<file path="config.mk">
export PLATFORM = sky130hd
export DESIGN_NAME = mem_access_unit_flat
export DESIGN_NICKNAME = d
export VERILOG_FILES = /design/src/rtl/mem_access_unit_if.sv /design/src/rtl/mem_access_unit.sv /design/src/flat_wrapper.sv
export SDC_FILE = /design/constraint.sdc
export NUM_CORES = 1
export LEC_CHECK = 0
export CAP_MARGIN = 10
export CORE_UTILIZATION = 38
export CTS_CLUSTER_SIZE = 16
export DETAILED_ROUTE_END_ITERATION = 8
export GPL_TIMING_DRIVEN = 0
export PLACE_DENSITY = 0.78
export SLEW_MARGIN = 5
export SYNTH_ARGS = -nofsm -noshare
export SYNTH_HDL_FRONTEND = slang
export SYNTH_SLANG_ARGS = --single-unit
</file>
<file path="constraint.sdc">
create_clock -name clk -period 1.5 [get_ports clk]
set_input_delay 0.15 -clock clk [delete_from_list [all_inputs] [get_ports clk]]
set_output_delay 0.15 -clock clk [all_outputs]
set_load 0.01 [all_outputs]
</file>
<file path="src/rtl/mem_access_unit_if.sv">
// Single-outstanding req/ack data bus between the MEM stage (master) and memory (slave).
// Byte enables are big-endian: sel[3] covers bits 31:24, which is byte address 0.
interface mem_access_unit_if #(
    parameter int DATA_W = 32,
    parameter int ADDR_W = 32
);
    logic              req;
    logic              we;
    logic [ADDR_W-1:0] addr;
    logic [3:0]        sel;
    logic [DATA_W-1:0] wdata;
    logic [DATA_W-1:0] rdata;
    logic              ack;

    modport master (
        output req, we, addr, sel, wdata,
        input  rdata, ack
    );

    modport slave (
        input  req, we, addr, sel, wdata,
        output rdata, ack
    );
endinterface

</file>
<file path="src/rtl/mem_access_unit.sv">
// MEM stage: runs loads/stores on a single-outstanding req/ack bus, stalls the pipeline until
// completion and registers the MEM/WB fields. Define MEM_ALIGN_EXC_EN for alignment exceptions.
module mem_access_unit #(
    parameter int DATA_W  = 32,
    parameter int ADDR_W  = 32,
    parameter int RADDR_W = 5
) (
    input  logic               clk,
    input  logic               rst,
    input  logic [RADDR_W-1:0] mem_wd,
    input  logic               mem_wreg,
    input  logic [DATA_W-1:0]  mem_wdata,
    input  logic [3:0]         mem_op,
    input  logic [ADDR_W-1:0]  mem_addr,
    input  logic [DATA_W-1:0]  mem_sdata,
    input  logic               flush,
    mem_access_unit_if.master  bus,
    output logic               stallreq,
    output logic [RADDR_W-1:0] wb_wd,
    output logic               wb_wreg,
    output logic [DATA_W-1:0]  wb_wdata
`ifdef MEM_ALIGN_EXC_EN
    ,
    output logic               exc_adel,
    output logic               exc_ades
`endif
);

    typedef enum logic {IDLE = 1'b0, WAIT = 1'b1} state_e;
    typedef enum logic [1:0] {SZ_B, SZ_H, SZ_W} size_e;

    localparam logic [3:0] OP_LB  = 4'd1;
    localparam logic [3:0] OP_LBU = 4'd2;
    localparam logic [3:0] OP_LH  = 4'd3;
    localparam logic [3:0] OP_LHU = 4'd4;
    localparam logic [3:0] OP_LW  = 4'd5;
    localparam logic [3:0] OP_SB  = 4'd6;
    localparam logic [3:0] OP_SH  = 4'd7;
    localparam logic [3:0] OP_SW  = 4'd8;

    state_e            state_q, state_d;
    size_e             size;
    logic              is_load, is_store, is_mem, signed_ld;
    logic              misaligned;
    logic              issue, complete;
    logic              kill;
    logic [1:0]        byte_off;
    logic [3:0]        sel_d;
    logic [DATA_W-1:0] wdata_d;
    logic [7:0]        ld_byte;
    logic [15:0]       ld_half;
    logic [DATA_W-1:0] ld_data;

    assign byte_off = mem_addr[1:0];
    assign is_mem   = is_load | is_store;

    // NOTE: every signal written in an always_comb gets a default first so no path can infer a latch.
    always_comb begin
        is_load   = 1'b0;
        is_store  = 1'b0;
        signed_ld = 1'b0;
        size      = SZ_W;
        case (mem_op)
            OP_LB:  begin is_load = 1'b1; signed_ld = 1'b1; size = SZ_B; end
            OP_LBU: begin is_load = 1'b1; size = SZ_B; end
            OP_LH:  begin is_load = 1'b1; signed_ld = 1'b1; size = SZ_H; end
            OP_LHU: begin is_load = 1'b1; size = SZ_H; end
            OP_LW:  begin is_load = 1'b1; size = SZ_W; end
            OP_SB:  begin is_store = 1'b1; size = SZ_B; end
            OP_SH:  begin is_store = 1'b1; size = SZ_H; end
            OP_SW:  begin is_store = 1'b1; size = SZ_W; end
            default: ;
        endcase
    end

`ifdef MEM_ALIGN_EXC_EN
    assign misaligned = is_mem && (((size == SZ_H) && byte_off[0]) ||
                                   ((size == SZ_W) && (byte_off != 2'b00)));
`else
    // Without exceptions, low address bits beyond the access size are simply ignored.
    assign misaligned = 1'b0;
`endif

    assign issue    = (state_q == IDLE) && is_mem && !flush && !misaligned;
    assign complete = (state_q == WAIT) && bus.ack;

    always_comb begin
        state_d  = state_q;
        stallreq = 1'b0;
        case (state_q)
            IDLE: begin
                if (issue) begin
                    stallreq = 1'b1;
                    state_d  = WAIT;
                end
            end
            WAIT: begin
                stallreq = !bus.ack;
                if (bus.ack) state_d = IDLE;
            end
            default: state_d = IDLE;
        endcase
    end

    // NOTE: sequential state uses non-blocking assignments so every register samples pre-edge values.
    always_ff @(posedge clk or negedge rst) begin
        if (!rst) state_q <= IDLE;
        else      state_q <= state_d;
    end

    // Lane enables and lane-replicated store data; loads drive zero write data.
    always_comb begin
        sel_d   = 4'b0000;
        wdata_d = '0;
        case (size)
            SZ_B: begin
                sel_d   = 4'b1000 >> byte_off;
                wdata_d = {4{mem_sdata[7:0]}};
            end
            SZ_H: begin
                sel_d   = byte_off[1] ? 4'b0011 : 4'b1100;
                wdata_d = {2{mem_sdata[15:0]}};
            end
            default: begin
                sel_d   = 4'b1111;
                wdata_d = mem_sdata;
            end
        endcase
        if (!is_store) wdata_d = '0;
    end

    // Big-endian lane select: byte address b lives in lane (3-b).
    always_comb begin
        ld_byte = 8'h00;
        case (byte_off)
            2'd0: ld_byte = bus.rdata[31:24];
            2'd1: ld_byte = bus.rdata[23:16];
            2'd2: ld_byte = bus.rdata[15:8];
            2'd3: ld_byte = bus.rdata[7:0];
            default: ;
        endcase
        ld_half = byte_off[1] ? bus.rdata[15:0] : bus.rdata[31:16];
        case (size)
            SZ_B:    ld_data = signed_ld ? {{(DATA_W-8){ld_byte[7]}}, ld_byte}
                                         : {{(DATA_W-8){1'b0}}, ld_byte};
            SZ_H:    ld_data = signed_ld ? {{(DATA_W-16){ld_half[15]}}, ld_half}
                                         : {{(DATA_W-16){1'b0}}, ld_half};
            default: ld_data = bus.rdata;
        endcase
    end

    always_ff @(posedge clk or negedge rst) begin
        if (!rst) begin
            bus.req   <= 1'b0;
            bus.we    <= 1'b0;
            bus.addr  <= '0;
            bus.sel   <= 4'b0000;
            bus.wdata <= '0;
            kill      <= 1'b0;
            wb_wd     <= '0;
            wb_wreg   <= 1'b0;
            wb_wdata  <= '0;
        end else begin
            if (issue) begin
                bus.req   <= 1'b1;
                bus.we    <= is_store;
                bus.addr  <= {mem_addr[ADDR_W-1:2], 2'b00};
                bus.sel   <= sel_d;
                bus.wdata <= wdata_d;
            end else if (complete) begin
                bus.req <= 1'b0;
            end

            // The bus cannot be aborted, so a flush in WAIT only suppresses the write-back.
            if (state_q == WAIT && !bus.ack && flush) kill <= 1'b1;
            else if (state_q != WAIT || bus.ack)     kill <= 1'b0;

            case (state_q)
                IDLE: begin
                    if (is_mem) begin
                        wb_wreg <= 1'b0;
                    end else begin
                        wb_wd    <= mem_wd;
                        wb_wreg  <= mem_wreg & ~flush;
                        wb_wdata <= mem_wdata;
                    end
                end
                WAIT: begin
                    if (bus.ack) begin
                        wb_wd   <= mem_wd;
                        wb_wreg <= mem_wreg & ~kill & ~flush;
                        if (is_load) wb_wdata <= ld_data;
                    end else begin
                        wb_wreg <= 1'b0;
                    end
                end
                default: wb_wreg <= 1'b0;
            endcase
        end
    end

`ifdef MEM_ALIGN_EXC_EN
    always_ff @(posedge clk or negedge rst) begin
        if (!rst) begin
            exc_adel <= 1'b0;
            exc_ades <= 1'b0;
        end else begin
            exc_adel <= (state_q == IDLE) && misaligned && is_load && !flush;
            exc_ades <= (state_q == IDLE) && misaligned && is_store && !flush;
        end
    end
`endif

endmodule

</file>
<file path="src/flat_wrapper.sv">
// flat-port wrapper written by rule: the top's interface ports become plain ports
module mem_access_unit_flat 
#(
    parameter int DATA_W  = 32,
    parameter int ADDR_W  = 32,
    parameter int RADDR_W = 5
)
  (clk, rst, mem_wd, mem_wreg, mem_wdata, mem_op, mem_addr, mem_sdata, flush, stallreq, wb_wd, wb_wreg, wb_wdata, bus_req, bus_we, bus_addr, bus_sel, bus_wdata, bus_rdata, bus_ack);
  mem_access_unit_if #(.DATA_W(DATA_W), .ADDR_W(ADDR_W)) bus_i ();
  input  logic clk;
  input  logic rst;
  input  logic [RADDR_W-1:0] mem_wd;
  input  logic mem_wreg;
  input  logic [DATA_W-1:0] mem_wdata;
  input  logic [3:0] mem_op;
  input  logic [ADDR_W-1:0] mem_addr;
  input  logic [DATA_W-1:0] mem_sdata;
  input  logic flush;
  output logic stallreq;
  output logic [RADDR_W-1:0] wb_wd;
  output logic wb_wreg;
  output logic [DATA_W-1:0] wb_wdata;
  output wire logic [$bits(bus_i.req)-1:0] bus_req;
  output wire logic [$bits(bus_i.we)-1:0] bus_we;
  output wire logic [$bits(bus_i.addr)-1:0] bus_addr;
  output wire logic [$bits(bus_i.sel)-1:0] bus_sel;
  output wire logic [$bits(bus_i.wdata)-1:0] bus_wdata;
  input wire logic [$bits(bus_i.rdata)-1:0] bus_rdata;
  input wire logic [$bits(bus_i.ack)-1:0] bus_ack;
  assign bus_req = bus_i.req;
  assign bus_we = bus_i.we;
  assign bus_addr = bus_i.addr;
  assign bus_sel = bus_i.sel;
  assign bus_wdata = bus_i.wdata;
  assign bus_i.rdata = bus_rdata;
  assign bus_i.ack = bus_ack;
  mem_access_unit #(.DATA_W(DATA_W), .ADDR_W(ADDR_W), .RADDR_W(RADDR_W)) u_core (.clk(clk), .rst(rst), .mem_wd(mem_wd), .mem_wreg(mem_wreg), .mem_wdata(mem_wdata), .mem_op(mem_op), .mem_addr(mem_addr), .mem_sdata(mem_sdata), .flush(flush), .bus(bus_i), .stallreq(stallreq), .wb_wd(wb_wd), .wb_wreg(wb_wreg), .wb_wdata(wb_wdata));
endmodule
</file>
## Word level (Yosys, flattened, before mapping)

Cells that the tools add are included.

| word-level totals | value |
|---|---|
| latch bits | 0 |
| logic and storage cells | 83 |
| flip-flop bits (word level) | 108 |
| memories | 0 |
| bits of input ports | 142 |
| output and inout port bits | 109 |
| memory bits (writable) | 0 |
| ROM bits | 0 |

| operators by class | value |
|---|---|
| eq/ne operators | 15 |
| magnitude comparators | 0 |
| bitwise gates (word level) | 7 |
| shift operators | 1 |
| reductions and logical operators | 19 |
| divide/modulo/power cells | 0 |
| multipliers | 0 |
| add/sub/neg operators | 0 |
| mux-type cells | 31 |

Operators by type and width:

| cell | count |
|---|---|
| $mux W32 | 6 |
| $pmux W32 S2 | 3 |
| $pmux W8 S4 | 1 |
| $eq A4 B3 Y1 const B | 4 |
| $mux W16 | 1 |
| $mux W1 | 11 |
| $mux W5 | 2 |
| $pmux W5 S2 | 1 |
| $reduce_or A3 Y1 | 3 |
| $eq A4 B2 Y1 const B | 2 |
| $pmux W4 S2 | 1 |
| $ne A2 B2 Y1 const B | 3 |
| $pmux W1 S2 | 3 |
| $logic_and A1 B1 Y1 | 5 |
| $reduce_or A5 Y1 | 1 |
| $eq A2 B1 Y1 const B | 2 |
| $eq A2 B2 Y1 const B | 2 |
| $eq A4 B1 Y1 const B | 1 |
| $eq A4 B4 Y1 const B | 1 |
| $logic_not A2 Y1 | 2 |
| $mux W4 | 1 |
| $pmux W2 S2 | 1 |
| $reduce_bool A2 Y1 | 2 |
| $shr A4 B2 Y4 const A | 1 |
| 8 further kinds | 13 |

## Longest topological paths before layout

Gate-level depths: netlist of the first run.

| depth | value |
|---|---|
| word-level depth | 8 |
| gate-level depth with buffers | 8 |
| mapped depth without buffers | 5 |

## Worst setup path before layout of the first run

OpenSTA, ideal clock, no wires.

| path | value |
|---|---|
| path type | input port to flip-flop |
| from | input port mem_op[0] |
| to | register u_core.bus.addr[10] |
| data arrival time | 1.562 ns |
| buffers on the path | 3 |
| cell stages on the path | 7 |
| setup slack | -0.187 ns |
| library setup time | 0.125 ns |
| cell sequence | buf_4 -> nor3_2 -> xor2_1 -> or3_1 -> buf_4 -> buf_6 -> mux2_4 |

| between the ends | value |
|---|---|
| word-level cells in the longest chain between the ends | 6 |

Ends and longest elaborated chain:

| item | RTL line | source |
|---|---|---|
| start, declared | flat_wrapper.sv:15 | `input logic [3:0] mem_op;` |
| $eq A4 B2 Y1, or another cell as far along | mem_access_unit.sv:63 | `case (mem_op)` |
| $reduce_or A5 Y1 (no source line) / $reduce_or A3 Y1 (equally long branches) | n/a |  |
| $mux W1 | mem_access_unit.sv:63 |  |
| $or A1 B1 Y1 (*) | mem_access_unit.sv:55 | `assign is_mem = is_load \| is_store;` |
| $logic_and A1 B1 Y1 (*) (2 in a row) | mem_access_unit.sv:84 | `assign issue = (state_q == IDLE) && is_mem && !flush && !misaligned;` |
| end signal, assigned | mem_access_unit.sv:167 | `bus.addr <= {mem_addr[ADDR_W-1:2], 2'b00};` |
| end, declared | mem_access_unit_if.sv:16 | `output req, we, addr, sel, wdata,` |

Mark *: on every way between the ends. The rest lies on a longest branch, timed or not.
A chain may end at the register's enable or synchronous reset.

## Final worst setup path of the first run

| path | value |
|---|---|
| from | register u_core.state_q |
| to | register u_core.wb_wdata[3] |

| between the ends | value |
|---|---|
| word-level cells in the longest chain between the ends | 3 |

Ends and longest elaborated chain:

| item | RTL line | source |
|---|---|---|
| start, declared | mem_access_unit.sv:41 | `state_e state_q, state_d;` |
| start signal, assigned | mem_access_unit.sv:108 | `else state_q <= state_d;` |
| $not A1 Y1 | mem_access_unit.sv:178 | `case (state_q)` |
| $ne A2 B2 Y1 (no source line) | n/a |  |
| $reduce_and A3 Y1 (no source line) | n/a |  |
| end signal, assigned | mem_access_unit.sv:185 | `wb_wdata <= mem_wdata;` |
| end signal, assigned | mem_access_unit.sv:192 | `if (is_load) wb_wdata <= ld_data;` |
| end, declared | mem_access_unit.sv:21 | `output logic [DATA_W-1:0] wb_wdata` |

Parallel ways exist; a longest one is shown, timed or not.

==> metrics.yaml, run 1 <==
status:
  status: "complete, but fails checks"
  violations: "setup timing"
clock_network:
  cts_root_buf: "clkbuf_16"
  cts.sinks: 108
  cts_tree: "done"
  clk_pin_slew_ns: 0.07
  clk_latency_ns: 0.36
  clockBufferDepth: 2
  cts_buffers: 9
  cts.htree.levels: 3
routing:
  route.detailed.drc: 0
  antenna_left: 0
  dr.pass1.iters: 5
  wl_mm: 19.4
  via_per_inst: 5.48
  drt-wirelength-per-cell_um: 20.2
  num_vias: 5259
  first_iter_violations: 294
global_route:
  grt_max_degree: 61
  grt_pass1_wl_mm: 28.3
  antenna_found_initial: 0
  grt_pass1_vias: 5205
  grt.overflow.total: 0
  track_usage: 0.256
timing:
  min_period_ns: 1.68
  hold_viol_final: 0
  rsz0062_at_grt: "yes"
  fin_ws_ns: -0.182
  slew_violations: 0
  finalCritPeriodShare: 1.12
  slew_headroom: 0.568
  max_freq_ghz: 0.595
  skew_ns: 0.00755
  worst_pin_slew_ns: 0.648
  setup_viol_count_final: 69
critical_path:
  arrival_ns: 1.92
  max_stage_delay_ns: 0.44
  crit_slowest_cell: "dfrtp_2"
  regToRegStartpoint: "u_core.state_q$_DFF_PN0_"
  r2r-end: "u_core.wb_wdata[3]$_DFFE_PN0P_"
  cp-start-kind: "flop"
  cp_max_fo: 8
  reg2reg_depth: 8
  required_ns: 1.74
  r2r_slack_ns: -0.18
  crit_path_frequent_cell: "buf_8"
  cp_cell_sequence: "buf_6 -> nor4bb_4 -> o21ai_2 -> and3_4 -> buf_8 -> buf_8 -> nor2_4 -> a22o_1"
  crit_path_end_kind: "flop"
  criticalPathCategory: "flop to flop"
hold_path:
  min_to: "u_core.wb_wdata[7]$_DFFE_PN0P_"
  min_from: "bus_rdata[7]"
  worstHoldPathCells: 4
  min_path_type: "input pin to flop"
pwr:
  power_density_nw_per_um2: 1160
  ir_worst_vdd_mv: 0.643
  leakagePower_nw: 4.08
floorplan:
  die_height_um: 121
  die_area_um2: 14700
  row_count: 43
  start_util: 0.389
  die_x_um: 121
  pin_count: 251
  design.core.area_um2: 13900
finish:
  diodes: 0
  syn2layout_area_growth_pct: 73.7
  nFillCells: 1018
  fin_nets: 919
  utilization: 0.676
  layout-drive-gt1-share: 0.295
  stdcell_area_um2: 9380
  seq_area_um2: 2700
  multi_input_area_um2: 2890
synth:
  synth_area_leaders: "dfrtp_1 50%, mux2_4 8.1%, nand2_1 6.0%"
  synth_top_cell_area_share: 0.500
  avgSynthCellArea_um2: 11.0
  ys_seq_area_frac: 0.500
  yosysMostFrequentCell: "dfrtp_1"
  ys.flop_type: "dfrtp_1"
  yosys_warnings: 0
  synthArstFlopShare: 1.00
  synthCells: 489
  synth.distinct_cells: 54
  synth_top_area_cell: "dfrtp_1"
  synth-edff-count: 0
  netlist_area_um2: 5400
  synth_common_cells: "108 x dfrtp_1, 87 x nand2_1, 46 x o21ai_1"
  ys_ff_latch: 108
placement:
  gp_congestion: 0.924
  port_buffers: 246
  post_dp_cell_area_um2: 8170
  dp_hpwl_mm: 13.6
job:
  cap_violations: 0
## cell usage in the layout, fill, tap and decap left out, types with 12 or more instances in the layout
| cell | n |
|---|---|
| o21ai_2 | 30 |
| nor2_1 | 24 |
| buf_4 | 21 |
| clkbuf_16 | 16 |
| nand2_1 | 54 |
| nand2_2 | 24 |
| clkdlybuf4s50_1 | 234 |
| o21ai_1 | 29 |
| a221oi_1 | 12 |
| mux2_4 | 36 |
| o21ai_0 | 13 |
| mux2i_1 | 17 |
| dfrtp_1 | 107 |
## worst max-delay path by stage
stage | start | cells past startpoint | end
floorplan | mem_op[0] | 7 | u_core.bus.addr[10]$_DFFE_PN0P_
global placement | rst | 1 | u_core.wb_wdata[17]$_DFFE_PN0P_
detailed placement | mem_op[1] | 8 | stallreq
CTS | u_core.state_q$_DFF_PN0_ | 5 | u_core.bus.addr[7]$_DFFE_PN0P_
global route | u_core.state_q$_DFF_PN0_ | 8 | u_core.wb_wdata[3]$_DFFE_PN0P_
finish | u_core.state_q$_DFF_PN0_ | 8 | u_core.wb_wdata[3]$_DFFE_PN0P_
## area by class of cell
class                      instances  share of cell area
clock buffer                       9              0.0240
timing repair buffer             281               0.311
inverter                           2            0.000800
tap                              180              0.0240
sequential                       108               0.288
buffer                            34              0.0397
clock inverter                     5             0.00413
multi-input combinational        341               0.308
## cell families (layout without fill, tap and decap cells)
group,count (synthesis),count (layout),share of synthesized area
buffers and inverters,41,331,0.0429
xor gates and xnor gates,2,2,0.00324
other,1,2,0.000694
DFF,108,108,0.500
AOI/OAI and AO/OA,146,146,0.204
and+or+nand+nor,135,135,0.110
muxes,56,56,0.139
## metal layers
metal,track usage,vias up,part of all wire
met2,0.417,253,0.50
met1,0.321,2597,0.40
met4,0.129,0,0.045
met3,0.0536,63,0.063
li1,-,2346,-
met5,0,-,0
## metrics by stage
| stage | hold WS (ns) | std cells | setup TNS (ns) | power (mW) | worst slack, ns |
|---|---|---|---|---|---|
| 3_3_place_gp | 0.462 | 916 | -477.64 | 7.91 | -3.78 |
| 3_5_place_dp | 0.210 | 917 | -74.74 | 8.03 | -1.12 |
| 6_report | 0.338 | 960 | -4.72 | 10.9 | -0.182 |
| 2_1_floorplan | -0.146 | 490 | -4.14 | 5.72 | -0.123 |
| 4_1_cts | 0.326 | 955 | -13.02 | 10.6 | -0.223 |
| 5_1_grt | 0.345 | 960 | -8.43 | 11.4 | -0.242 |
## sequential cells by signal, indices dropped and copies added, names as in the netlist
name              cells
u_core.bus.addr      30
u_core.bus.req        1
u_core.bus.sel        4
u_core.bus.wdata     32
u_core.bus.we         1
u_core.kill           1
u_core.state_q        1
u_core.wb_wd          5
u_core.wb_wdata      32
u_core.wb_wreg        1
## critical path, delay by kind of cell (launching register included)
family	cells	cell delay [ns]
buf+inv	3	0.41
flops	1	0.44
simple gates	3	0.38
compound gates	2	0.35
## timing repair
| item | CTS | global route |
|---|---|---|
| gates cloned | 6 | 6 |
| gates resized for setup | 91 | 105 |
| endpoints found under the hold margin | 48 | 0 |
| pin swaps | 8 | 36 |
| hold buffers | 1 | 0 |
| setup endpoints to repair | 108 | 104 |
| setup buffers | 18 | 5 |
## power by group
group,internal [mW],switching [mW],total (mW)
sequential,3.61,0.457,4.06
clock,1.12,1.11,2.22
combinational,2.73,1.89,4.62
total,7.45,3.45,10.9
No activity file was read; power rests on OpenSTA's default activity.
==> run 2: changes to the inputs <==
--- a/config.mk
+++ b/config.mk
@@ -7,9 +7,11 @@
 export LEC_CHECK = 0
 export CAP_MARGIN = 10
-export CORE_UTILIZATION = 38
+export CELL_PAD_IN_SITES_DETAIL_PLACEMENT = 1
+export CELL_PAD_IN_SITES_GLOBAL_PLACEMENT = 1
+export CORE_UTILIZATION = 28
 export CTS_CLUSTER_SIZE = 16
 export DETAILED_ROUTE_END_ITERATION = 8
 export GPL_TIMING_DRIVEN = 0
-export PLACE_DENSITY = 0.78
+export PLACE_DENSITY_LB_ADDON = 0.1
 export SLEW_MARGIN = 5
 export SYNTH_ARGS = -nofsm -noshare
==> constraint.sdc (replaced) <==
create_clock -name clk -period 1.5 [get_ports clk]
set_input_delay 0.3 -clock clk [delete_from_list [all_inputs] [get_ports clk]]
set_output_delay 0.3 -clock clk [all_outputs]
set_load 0.01 [all_outputs]
==> metrics.yaml, run 2 (synthesis results as in run 1) <==
status:
  status: "complete, but fails checks"
  violations: "setup timing"
placement:
  dp_hpwl_mm: 15.7  # +16%
  place_ws_ns: -1.44  # -0.327 ns
  gp_congestion: 0.805  # -13%
  port_buffers: 246  # unchanged
  placed_cells: 997  # +8.7%
finish:
  nFillCells: 1974  # +94%
  fin_nets: 932  # +1.4%
  syn2layout_area_growth_pct: 81.8
  final_common_cell: "clkdlybuf4s50_1"
  instances_no_fill: 1055  # +9.9%
  reg.largest.list: "u_core.bus.wdata x32, u_core.wb_wdata x32, u_core.bus.addr x30"
  final_cell_mix: "129 x clkdlybuf4s50_1, 109 x dlygate4sd2_1, 107 x dfrtp_1"
  seq_area_um2: 2700  # unchanged
  diodes: 0  # unchanged
  multi_input_area_um2: 3150  # +9.0%
  layout-drive-gt1-share: 0.330  # +0.0347
routing:
  first_iter_violations: 201  # -32%
  drt-wirelength-per-cell_um: 21.2  # +4.9%
  wl_mm: 22.3  # +15%
  dr.pass1.iters: 4  # -1
  via_per_inst: 4.91  # -10%
  antenna_left: 0  # unchanged
  route.detailed.drc: 0  # unchanged
  num_vias: 5180  # -1.5%
timing:
  hold_viol_final: 0  # unchanged
  rsz0062_at_grt: "yes"
  finalSetupTns_ns: -7.10  # -2.39 ns
  skew_ns: 0.00881  # +0.00125 ns
  min_period_ns: 1.79  # +0.106 ns
  worst_pin_slew_ns: 0.534  # -0.114 ns
  setup_viol_count_final: 75  # +8.7%
  slew_violations: 0  # unchanged
  max_freq_ghz: 0.559  # -6.0%
  slew_headroom: 0.644  # +0.0763
  fin_ws_ns: -0.288  # -0.106 ns
  finalCritPeriodShare: 1.19  # +0.0710
pwr:
  comb_power_share: 0.399  # -0.024
  seqPwrFrac: 0.365  # -0.008
  power.switching_mw: 3.72  # +7.7%
  p_int_mw: 7.39  # -0.80%
  leakagePower_nw: 4.50  # +10%
  clkPwrFrac: 0.236  # +0.032
  ir_worst_vdd_mv: 0.548  # -15%
  swShare: 0.335  # +0.0180
  power_density_nw_per_um2: 1130  # -2.7%
  power_mw: 11.1  # +1.9%
job:
  cap_violations: 0  # unchanged
floorplan:
  die_x_um: 141  # +16%
  row_count: 50  # +16%
  die_area_um2: 19900  # +35%
  design.core.area_um2: 18800  # +36%
  pin_count: 251  # unchanged
  die_height_um: 141  # +16%
  start_util: 0.287  # -0.102
global_route:
  grt_pass1_wl_mm: 34.0  # +20%
  grt_max_degree: 82  # +34%
  grt_pass1_vias: 5764  # +11%
  grt.overflow.total: 0  # unchanged
  track_usage: 0.227  # -0.0286
  antenna_found_initial: 0  # unchanged
critical_path:
  crit_path_start: "mem_op[1]"
  regToRegStartpoint: "u_core.state_q$_DFF_PN0_"
  cp-start-kind: "input pin"
  criticalPathCategory: "input pin to primary output"
  cp_max_fo: 5  # -3
  crit_path_end_kind: "primary output"
  arrival_ns: 1.49  # -0.43 ns
  required_ns: 1.20  # -0.54 ns
clock_network:
  cts_root_buf: "clkbuf_16"
  cts.sinks: 108  # unchanged
  clockBufferDepth: 2  # unchanged
  clk_pin_slew_ns: 0.08  # about the same
  cts.htree.levels: 3  # unchanged
  cts_tree: "done"
  cts_buffers: 9  # unchanged
  clk_latency_ns: 0.36  # about the same
hold_path:
  min_path_type: "input pin to async pin"
-- run 2: metal layers --
layer / vias up / part of all wire / track usage
met4: 0 / 0.026 / 0.0744
met5: - / 0 / 0
met2: 169 / 0.50 / 0.391
met1: 2593 / 0.43 / 0.283
li1: 2382 / - / -
met3: 36 / 0.042 / 0.0465
-- run 2: per-stage QoR --
step / hold slack (ns) / utilization / area [um^2]
after floorplan: 0.00441 / - / 5500
final: 0.382 / 0.521 / 9820
after global placement: 0.463 / 0.440 / 8290
after global routing: 0.390 / 0.521 / 9820
after CTS: 0.380 / 0.502 / 9450
after detailed placement: 0.203 / 0.442 / 8320
-- run 2: layout make-up --
class                      count  area share
sequential                   108       0.275
clock buffer                  11      0.0257
tap                          260      0.0331
multi-input combinational    342       0.321
timing repair buffer         293       0.293
clock inverter                 5     0.00688
buffer                        34      0.0449
inverter                       2    0.000765
-- run 2: power groups by stage --
stage / clock network [mW] / registers [mW] / logic (mW)
final: 2.62 / 4.06 / 4.43
after CTS: 2.70 / 4.00 / 4.20
after floorplan: 0 / 4.34 / 1.40
after global placement: 0 / 4.01 / 3.99
after global routing: 2.79 / 4.16 / 4.73
after detailed placement: 0 / 4.06 / 4.06
-- run 2: what timing repair did --
action | 4_1_cts | 5_1_grt
gates cloned | 6 | 3
hold endpoints to repair | 27 | 0
hold buffers | 1 | 0
gates resized for setup | 275 | 80
pin swaps | 39 | 29
buffers inserted | 33 | 5
setup endpoints to repair | 214 | 106
-- run 2: path summary, 6_finish.rpt --
check | end | slack, ns | cells past startpoint
max reg2reg | u_core.wb_wdata[15]$_DFFE_PN0P_ | -0.24 | 9
max | stallreq | -0.29 | 7
min | u_core.wb_wdata[30]$_DFFE_PN0P_ | 0.38 | 2
min reg2reg | u_core.bus.wdata[24]$_DFFE_PN0P_ | 0.48 | 2
max in group asynchronous | u_core.state_q$_DFF_PN0_ | 0.38 | 3
min in group clk | u_core.bus.wdata[24]$_DFFE_PN0P_ | 0.48 | 2
-- run 2: worst max-delay path, cell delays in order --
cell,delay (ns)
buf_12,0.11
nor3_4,0.22
xor2_2,0.10
or3_4,0.44
buf_8,0.15
nand2_4,0.05
buf_6,0.10
